### src/rtl/snd_cmd_mailbox_if.sv
`default_nettype none
// +--------------------------------------------------------------------------+
// | snd_cmd_mailbox_if : main-CPU -> sound-CPU command bus (write/pop/NMI)   |
// | Rev 1.0                                                                  |
// +--------------------------------------------------------------------------+
interface snd_cmd_mailbox_if #(
  parameter int WIDTH = 8,
  parameter int DEPTH = 4
);
  localparam int CW = $clog2(DEPTH + 1);

  logic             wr_en;
  logic [WIDTH-1:0] wr_data;
  logic             rd_en;
  logic [WIDTH-1:0] rd_data;
  logic             empty;
  logic             full;
  logic [CW-1:0]    count;
  logic             nmi;
  logic             int_ack;
  logic             overflow;
  logic             overflow_clr;

  modport master (
    output wr_en, wr_data, rd_en, int_ack, overflow_clr,
    input  rd_data, empty, full, count, nmi, overflow
  );

  modport slave (
    input  wr_en, wr_data, rd_en, int_ack, overflow_clr,
    output rd_data, empty, full, count, nmi, overflow
  );
endinterface
`default_nettype wire

### src/rtl/snd_cmd_mailbox.sv
`default_nettype none
// +--------------------------------------------------------------------------+
// | snd_cmd_mailbox : command FIFO (or legacy one-byte latch) with NMI       |
// | request/acknowledge handshake towards the sound CPU.  Rev 1.0            |
// +--------------------------------------------------------------------------+
module snd_cmd_mailbox #(
  parameter int WIDTH     = 8,
  parameter int DEPTH     = 4,
  parameter int LEGACY    = 0,
  parameter int NMI_REARM = 1
) (
  input  wire logic        clk_sys,
  input  wire logic        reset_n,
  snd_cmd_mailbox_if.slave bus
);
  localparam int CW = $clog2(DEPTH + 1);
  localparam int PW = $clog2(DEPTH);
  localparam logic [CW-1:0] c_full_cnt = CW'(DEPTH);

  typedef enum logic [1:0] {
    S_IDLE  = 2'd0,
    S_REQ   = 2'd1,
    S_ACKED = 2'd2
  } nmi_state_t;

  nmi_state_t       state_q, state_d;
  logic [WIDTH-1:0] mem_q [DEPTH];
  logic [PW-1:0]    wr_ptr_q, wr_ptr_d;
  logic [PW-1:0]    rd_ptr_q, rd_ptr_d;
  logic [CW-1:0]    count_q, count_d;
  logic [WIDTH-1:0] rd_data_q, rd_data_d;
  logic             overflow_q, overflow_d;
  logic             pend_q, pend_d;
  logic             w_acc_wr, w_do_rd, w_trig;

  always_comb begin
    wr_ptr_d   = wr_ptr_q;
    rd_ptr_d   = rd_ptr_q;
    count_d    = count_q;
    rd_data_d  = rd_data_q;
    overflow_d = overflow_q;
    w_acc_wr   = 1'b0;
    w_do_rd    = 1'b0;
    w_trig     = 1'b0;
    if (LEGACY != 0) begin
      if (bus.wr_en) begin
        rd_data_d = bus.wr_data;
        w_trig    = (bus.wr_data != rd_data_q);
      end
    end else begin
      w_do_rd  = bus.rd_en && (count_q != '0);
      w_acc_wr = bus.wr_en && ((count_q != c_full_cnt) || bus.rd_en);
      if (w_acc_wr) wr_ptr_d = wr_ptr_q + 1'b1;
      if (w_do_rd)  rd_ptr_d = rd_ptr_q + 1'b1;
      count_d = count_q + CW'(w_acc_wr) - CW'(w_do_rd);
      w_trig  = w_acc_wr && (count_q == '0);
      // Head is refreshed only when it moves; an emptied FIFO keeps the last word.
      if ((w_acc_wr || w_do_rd) && (count_d != '0))
        rd_data_d = (w_acc_wr && (rd_ptr_d == wr_ptr_q)) ? bus.wr_data : mem_q[rd_ptr_d];
      overflow_d = (bus.wr_en && (count_q == c_full_cnt) && !bus.rd_en)
                 || (overflow_q && !bus.overflow_clr);
    end
  end

  // A trigger coinciding with an ack is parked in pend_q and replayed from ACKED.
  always_comb begin
    state_d = state_q;
    pend_d  = pend_q;
    unique case (state_q)
      S_IDLE: begin
        if (w_trig) state_d = S_REQ;
      end
      S_REQ: begin
        if (bus.int_ack) begin
          state_d = S_ACKED;
          pend_d  = w_trig;
        end
      end
      S_ACKED: begin
        pend_d = 1'b0;
        if (w_trig || pend_q || ((NMI_REARM != 0) && (count_q != '0)))
          state_d = S_REQ;
        else
          state_d = S_IDLE;
      end
      default: begin
        state_d = S_IDLE;
        pend_d  = 1'b0;
      end
    endcase
  end

  always_ff @(posedge clk_sys or negedge reset_n) begin
    if (!reset_n) begin
      state_q    <= S_IDLE;
      wr_ptr_q   <= '0;
      rd_ptr_q   <= '0;
      count_q    <= '0;
      rd_data_q  <= '0;
      overflow_q <= 1'b0;
      pend_q     <= 1'b0;
    end else begin
      state_q    <= state_d;
      wr_ptr_q   <= wr_ptr_d;
      rd_ptr_q   <= rd_ptr_d;
      count_q    <= count_d;
      rd_data_q  <= rd_data_d;
      overflow_q <= overflow_d;
      pend_q     <= pend_d;
    end
  end

  always_ff @(posedge clk_sys) begin
    if (w_acc_wr) mem_q[wr_ptr_q] <= bus.wr_data;
  end

  assign bus.rd_data  = rd_data_q;
  assign bus.empty    = (LEGACY != 0) ? 1'b0 : (count_q == '0);
  assign bus.full     = (LEGACY != 0) ? 1'b0 : (count_q == c_full_cnt);
  assign bus.count    = (LEGACY != 0) ? '0 : count_q;
  assign bus.nmi      = (state_q == S_REQ);
  assign bus.overflow = overflow_q;
endmodule
`default_nettype wire
### src/flat_wrapper.sv
// flat-port wrapper written by rule: the top's interface ports become plain ports
module snd_cmd_mailbox_flat 
#(
  parameter int WIDTH     = 8,
  parameter int DEPTH     = 4,
  parameter int LEGACY    = 0,
  parameter int NMI_REARM = 1
)
  (clk_sys, reset_n, bus_wr_en, bus_wr_data, bus_rd_en, bus_int_ack, bus_overflow_clr, bus_rd_data, bus_empty, bus_full, bus_count, bus_nmi, bus_overflow);
  snd_cmd_mailbox_if #(.WIDTH(WIDTH), .DEPTH(DEPTH)) bus_i ();
  input  wire logic clk_sys;
  input  wire logic reset_n;
  input wire logic [$bits(bus_i.wr_en)-1:0] bus_wr_en;
  input wire logic [$bits(bus_i.wr_data)-1:0] bus_wr_data;
  input wire logic [$bits(bus_i.rd_en)-1:0] bus_rd_en;
  input wire logic [$bits(bus_i.int_ack)-1:0] bus_int_ack;
  input wire logic [$bits(bus_i.overflow_clr)-1:0] bus_overflow_clr;
  output wire logic [$bits(bus_i.rd_data)-1:0] bus_rd_data;
  output wire logic [$bits(bus_i.empty)-1:0] bus_empty;
  output wire logic [$bits(bus_i.full)-1:0] bus_full;
  output wire logic [$bits(bus_i.count)-1:0] bus_count;
  output wire logic [$bits(bus_i.nmi)-1:0] bus_nmi;
  output wire logic [$bits(bus_i.overflow)-1:0] bus_overflow;
  assign bus_i.wr_en = bus_wr_en;
  assign bus_i.wr_data = bus_wr_data;
  assign bus_i.rd_en = bus_rd_en;
  assign bus_i.int_ack = bus_int_ack;
  assign bus_i.overflow_clr = bus_overflow_clr;
  assign bus_rd_data = bus_i.rd_data;
  assign bus_empty = bus_i.empty;
  assign bus_full = bus_i.full;
  assign bus_count = bus_i.count;
  assign bus_nmi = bus_i.nmi;
  assign bus_overflow = bus_i.overflow;
  snd_cmd_mailbox #(.WIDTH(WIDTH), .DEPTH(DEPTH), .LEGACY(LEGACY), .NMI_REARM(NMI_REARM)) u_core (.clk_sys(clk_sys), .reset_n(reset_n), .bus(bus_i));
endmodule
### config.mk
export PLATFORM = sky130hd
export DESIGN_NAME = snd_cmd_mailbox_flat
export DESIGN_NICKNAME = d
export VERILOG_FILES = /design/src/rtl/snd_cmd_mailbox_if.sv /design/src/rtl/snd_cmd_mailbox.sv /design/src/flat_wrapper.sv
export SDC_FILE = /design/constraint.sdc
export NUM_CORES = 1
export LEC_CHECK = 0
export ABC_CLOCK_PERIOD_IN_PS = 2800
export BUFFER_PORTS_ARGS = -buffer_cell sky130_fd_sc_hd__buf_2
export CAP_MARGIN = 20
export CORE_MARGIN = 3
export CORE_UTILIZATION = 52
export CTS_CLUSTER_SIZE = 12
export DETAILED_ROUTE_END_ITERATION = 12
export GPL_TIMING_DRIVEN = 0
export PLACE_DENSITY = 0.82
export SYNTH_ARGS = -nofsm -noshare
export SYNTH_HDL_FRONTEND = slang
export SYNTH_SLANG_ARGS = --single-unit
### constraint.sdc
create_clock -name clk_sys -period 2.8 [get_ports clk_sys]
set_input_delay 0.56 -clock clk_sys [delete_from_list [all_inputs] [get_ports clk_sys]]
set_output_delay 0.56 -clock clk_sys [all_outputs]
set_load 0.02 [all_outputs]
==> flow_summary.ini <==
[outcome]
outcome = finished clean

[logic_synthesis]
synth_edf_count = 32
netlist_instances = 169
syn_area_sq_um = 2500
yosys-top-cells-area = edfxtp_1, dfrtp_1, mux4_2
avgSynthCellArea_sq_um = 14.8
synthArstFlopShare_pct = 37.3
synth_seq_area_share_pct = 57.4
synth_top_cell_area_share_pct = 38.4
ys_types = 39
yosys_register_bits = 51
syn_nets = 189
synthFlopType = edfxtp_1
yosys.area.top_type = edfxtp_1
yosysWarnings = 0

[finish]
antenna_cells = 0
drive_gt1_share_pct = 35.9
area_delta_synth_final_pct = 17.1
stdcell_count = 261
nets = 228
nFillCells = 327

[die]
die_w_microns = 75.4
rows = 24
die_height_microns = 75.4
initial_core_util_pct = 55.5
core_region_area_sq_um = 4500
die_area_sq_um = 5680
num_io_pins = 29

[place]
io_buffer_count = 28
place_inst = 249
gp_congestion = 0.734
dp_hpwl_microns = 3280

[clock_tree]
cts_max_level = 2
postCtsHoldBufs = 0
cts_root_buf = clkbuf_8
cts.sinks = 51
clock_path_buffers = 2
clock_latency_ns = 0.30
numCtsBuffers = 5
path_clk_slew_ns = 0.10
cts_tree = done

[power_and_ir_drop]
vdd_drop_max_v = 0.000470
p_switching_mw = 1.28
switching_share_pct = 38.2
p_leak_nw = 1.17
p_clk_share_pct = 16.3
internal_power_mw = 2.07
seqPwrFrac_pct = 35.7
p_per_area_nw_per_um2 = 1140
p_comb_share_pct = 48.0

[sta]
hold_viol = 0
slew_violations = 0
fmax_mhz = 371
post-route-period-util_pct = 96.1
relSlewSlack_pct = 43.4
period_minus_slack_ns = 2.69
final.setup.tns_ns = 0
holdWs_ns = 0.183
fin_skew_ns = 0.00982
setup-violations-final = 0
tightest_slew_ns = 0.846

[global_route]
grt_pass1_wl_microns = 7590
grt_pass1_vias = 1587
antenna_found_initial = 0
gr-total-overflow = 0
grt_max_degree = 20
grt_usage_pct = 18.6

[detailed_routing]
first_pass_iters = 4
num_vias = 1564
drtIter0Drc = 79
wl_per_cell_microns = 18.8
routed_wl_microns = 4900
drcViolationCount = 0
vias_per_cell = 5.99
drtAntennaViolNets = 0

[critical_path]
end_kind = flip-flop
cp_data_arrival_time_ns = 2.89
cp_slowest_cell = dfrtp_2
required_ns = 3.00
crit_chain = nor4b_2 > nor2b_2 > buf_6 > ha_1 > inv_1 > fa_1 > xnor2_2 > xnor2_2 > o32ai_4 > buf_4 > o21ai_1
critPathMaxStageDelay_ns = 0.48
crit_path_frequent_cell = xnor2_2
start_kind = flip-flop
worst-setup-path-type = flip-flop to flip-flop
path_max_fanout = 10

[min_path]
min_path_type = input pin to asynchronous set/reset pin

[job]
drv_cap = 0
registers in the layout, summed over array words and instances (netlist names):
signal               flops
u_core.rd_ptr_q          2
u_core.bus.count         3
u_core.mem_q            32
u_core.state_q           2
u_core.bus.rd_data       8
u_core.wr_ptr_q          2
u_core.bus.overflow      1
u_core.pend_q            1
metrics by stage:
stage	total power [mW]	cell area (sq um)	utilization, %	setup slack, ns
floorplan	2.30	2520	-	0.0459
global placement	2.62	2720	60.5	-0.397
detailed placement	2.68	2720	60.5	-0.453
CTS	3.27	2890	64.2	0.0387
global route	3.55	2930	65.0	-0.0216
finish	3.35	2930	65.0	0.108
cell families (layout without fill, tap and decap cells):
group	after synthesis	in the layout	share of synthesized area, %
AND/OR/NAND/NOR	39	39	8.10
XOR/XNOR	6	6	2.10
adder cells (fa/ha/maj)	6	6	3.30
flip-flops	51	51	57.4
AO/OA/AOI/OAI	22	22	6.90
buffers and inverters	15	55	2.65
multiplexers	30	30	19.5
cell usage after synthesis, drive strengths merged, types with 3 or more instances:
cell    instances
edfxtp         32
dfrtp          19
nand2          15
mux4           14
o21ai          11
mux2i           9
mux2            7
and2            6
inv             6
buf             5
ha              5
xnor2           5
clkbuf          4
nor3            4
nor2            3
critical path: cells and delay by family (launching register included):
kind,cells,cell delay [ns]
AOI/OAI and AO/OA,2,0.45
xor gates and xnor gates,2,0.35
adders and majority gates,2,0.55
buffers and inverters,3,0.40
DFF,1,0.48
and+or+nand+nor,2,0.34
what timing repair did:
item | 4_1_cts | 5_1_grt
hold endpoints to repair | 0 | 0
setup endpoints to repair | 7 | 7
setup buffers | 2 | 1
cloned | 0 | 1
resized for setup | 4 | 6
pin swaps | 1 | 1
layer usage:
metal	vias up	GRT usage (%)	share of wire (%)	wire length (microns)
met2	47	32.1	52	2530
met4	0	6.02	1.3	63
li1	719	-	-	-
met5	-	0	0	0
met1	790	23.8	43	2120
met3	8	3.56	3.8	188
cell usage in the layout (no fill, tap or decap), types with 2 or more instances in the layout:
cell type / count
mux4_2: 13
clkbuf_16: 2
mux2_2: 7
xnor2_1: 3
clkbuf_8: 5
inv_1: 6
buf_2: 29
clkbuf_1: 3
nor4_1: 2
o21ai_0: 3
nor2_1: 3
ha_1: 5
dfrtp_2: 2
mux2i_1: 9
xnor2_2: 2
buf_4: 5
and2_1: 6
nand2_1: 15
edfxtp_1: 32
o21ai_1: 8
nor3_1: 4
nor3b_1: 2
dfrtp_1: 17
a21oi_1: 2
buf_6: 3
power by group through the flow:
stage	clock [mW]	combinational, mW	sequential, mW
2_1_floorplan	0	1.02	1.28
6_report	0.546	1.61	1.20
5_1_grt	0.586	1.75	1.22
3_3_place_gp	0	1.43	1.19
4_1_cts	0.551	1.53	1.19
3_5_place_dp	0	1.48	1.20
path summary, 6_finish.rpt:
path	startpoint	endpoint	slack [ns]	cells past startpoint
worst max register to register	u_core.bus.count[2]	u_core.bus.rd_data[1]	0.11	11
min in group clk_sys	bus_overflow_clr	u_core.bus.overflow	0.43	2
worst max-delay path	u_core.bus.count[2]	u_core.bus.rd_data[1]	0.11	11
max in group asynchronous	reset_n	u_core.bus.count[2]	2.29	1
worst min-delay path	reset_n	u_core.bus.overflow	0.18	1
worst min register to register	u_core.bus.rd_data[2]	u_core.bus.rd_data[2]	0.49	2
layout make-up:
class                           count  area (sq um)  area share [%]
Tap cell                           52          65.1            2.22
Timing Repair Buffer               32           170            5.81
Buffer                              9          61.3            2.09
Clock buffer                        7           119            4.06
Sequential cell                    51          1440            49.1
Inverter                            6          22.5           0.769
Clock inverter                      1          11.3           0.384
Multi-Input combinational cell    103          1040            35.5
(Power assumes the default switching activity.)
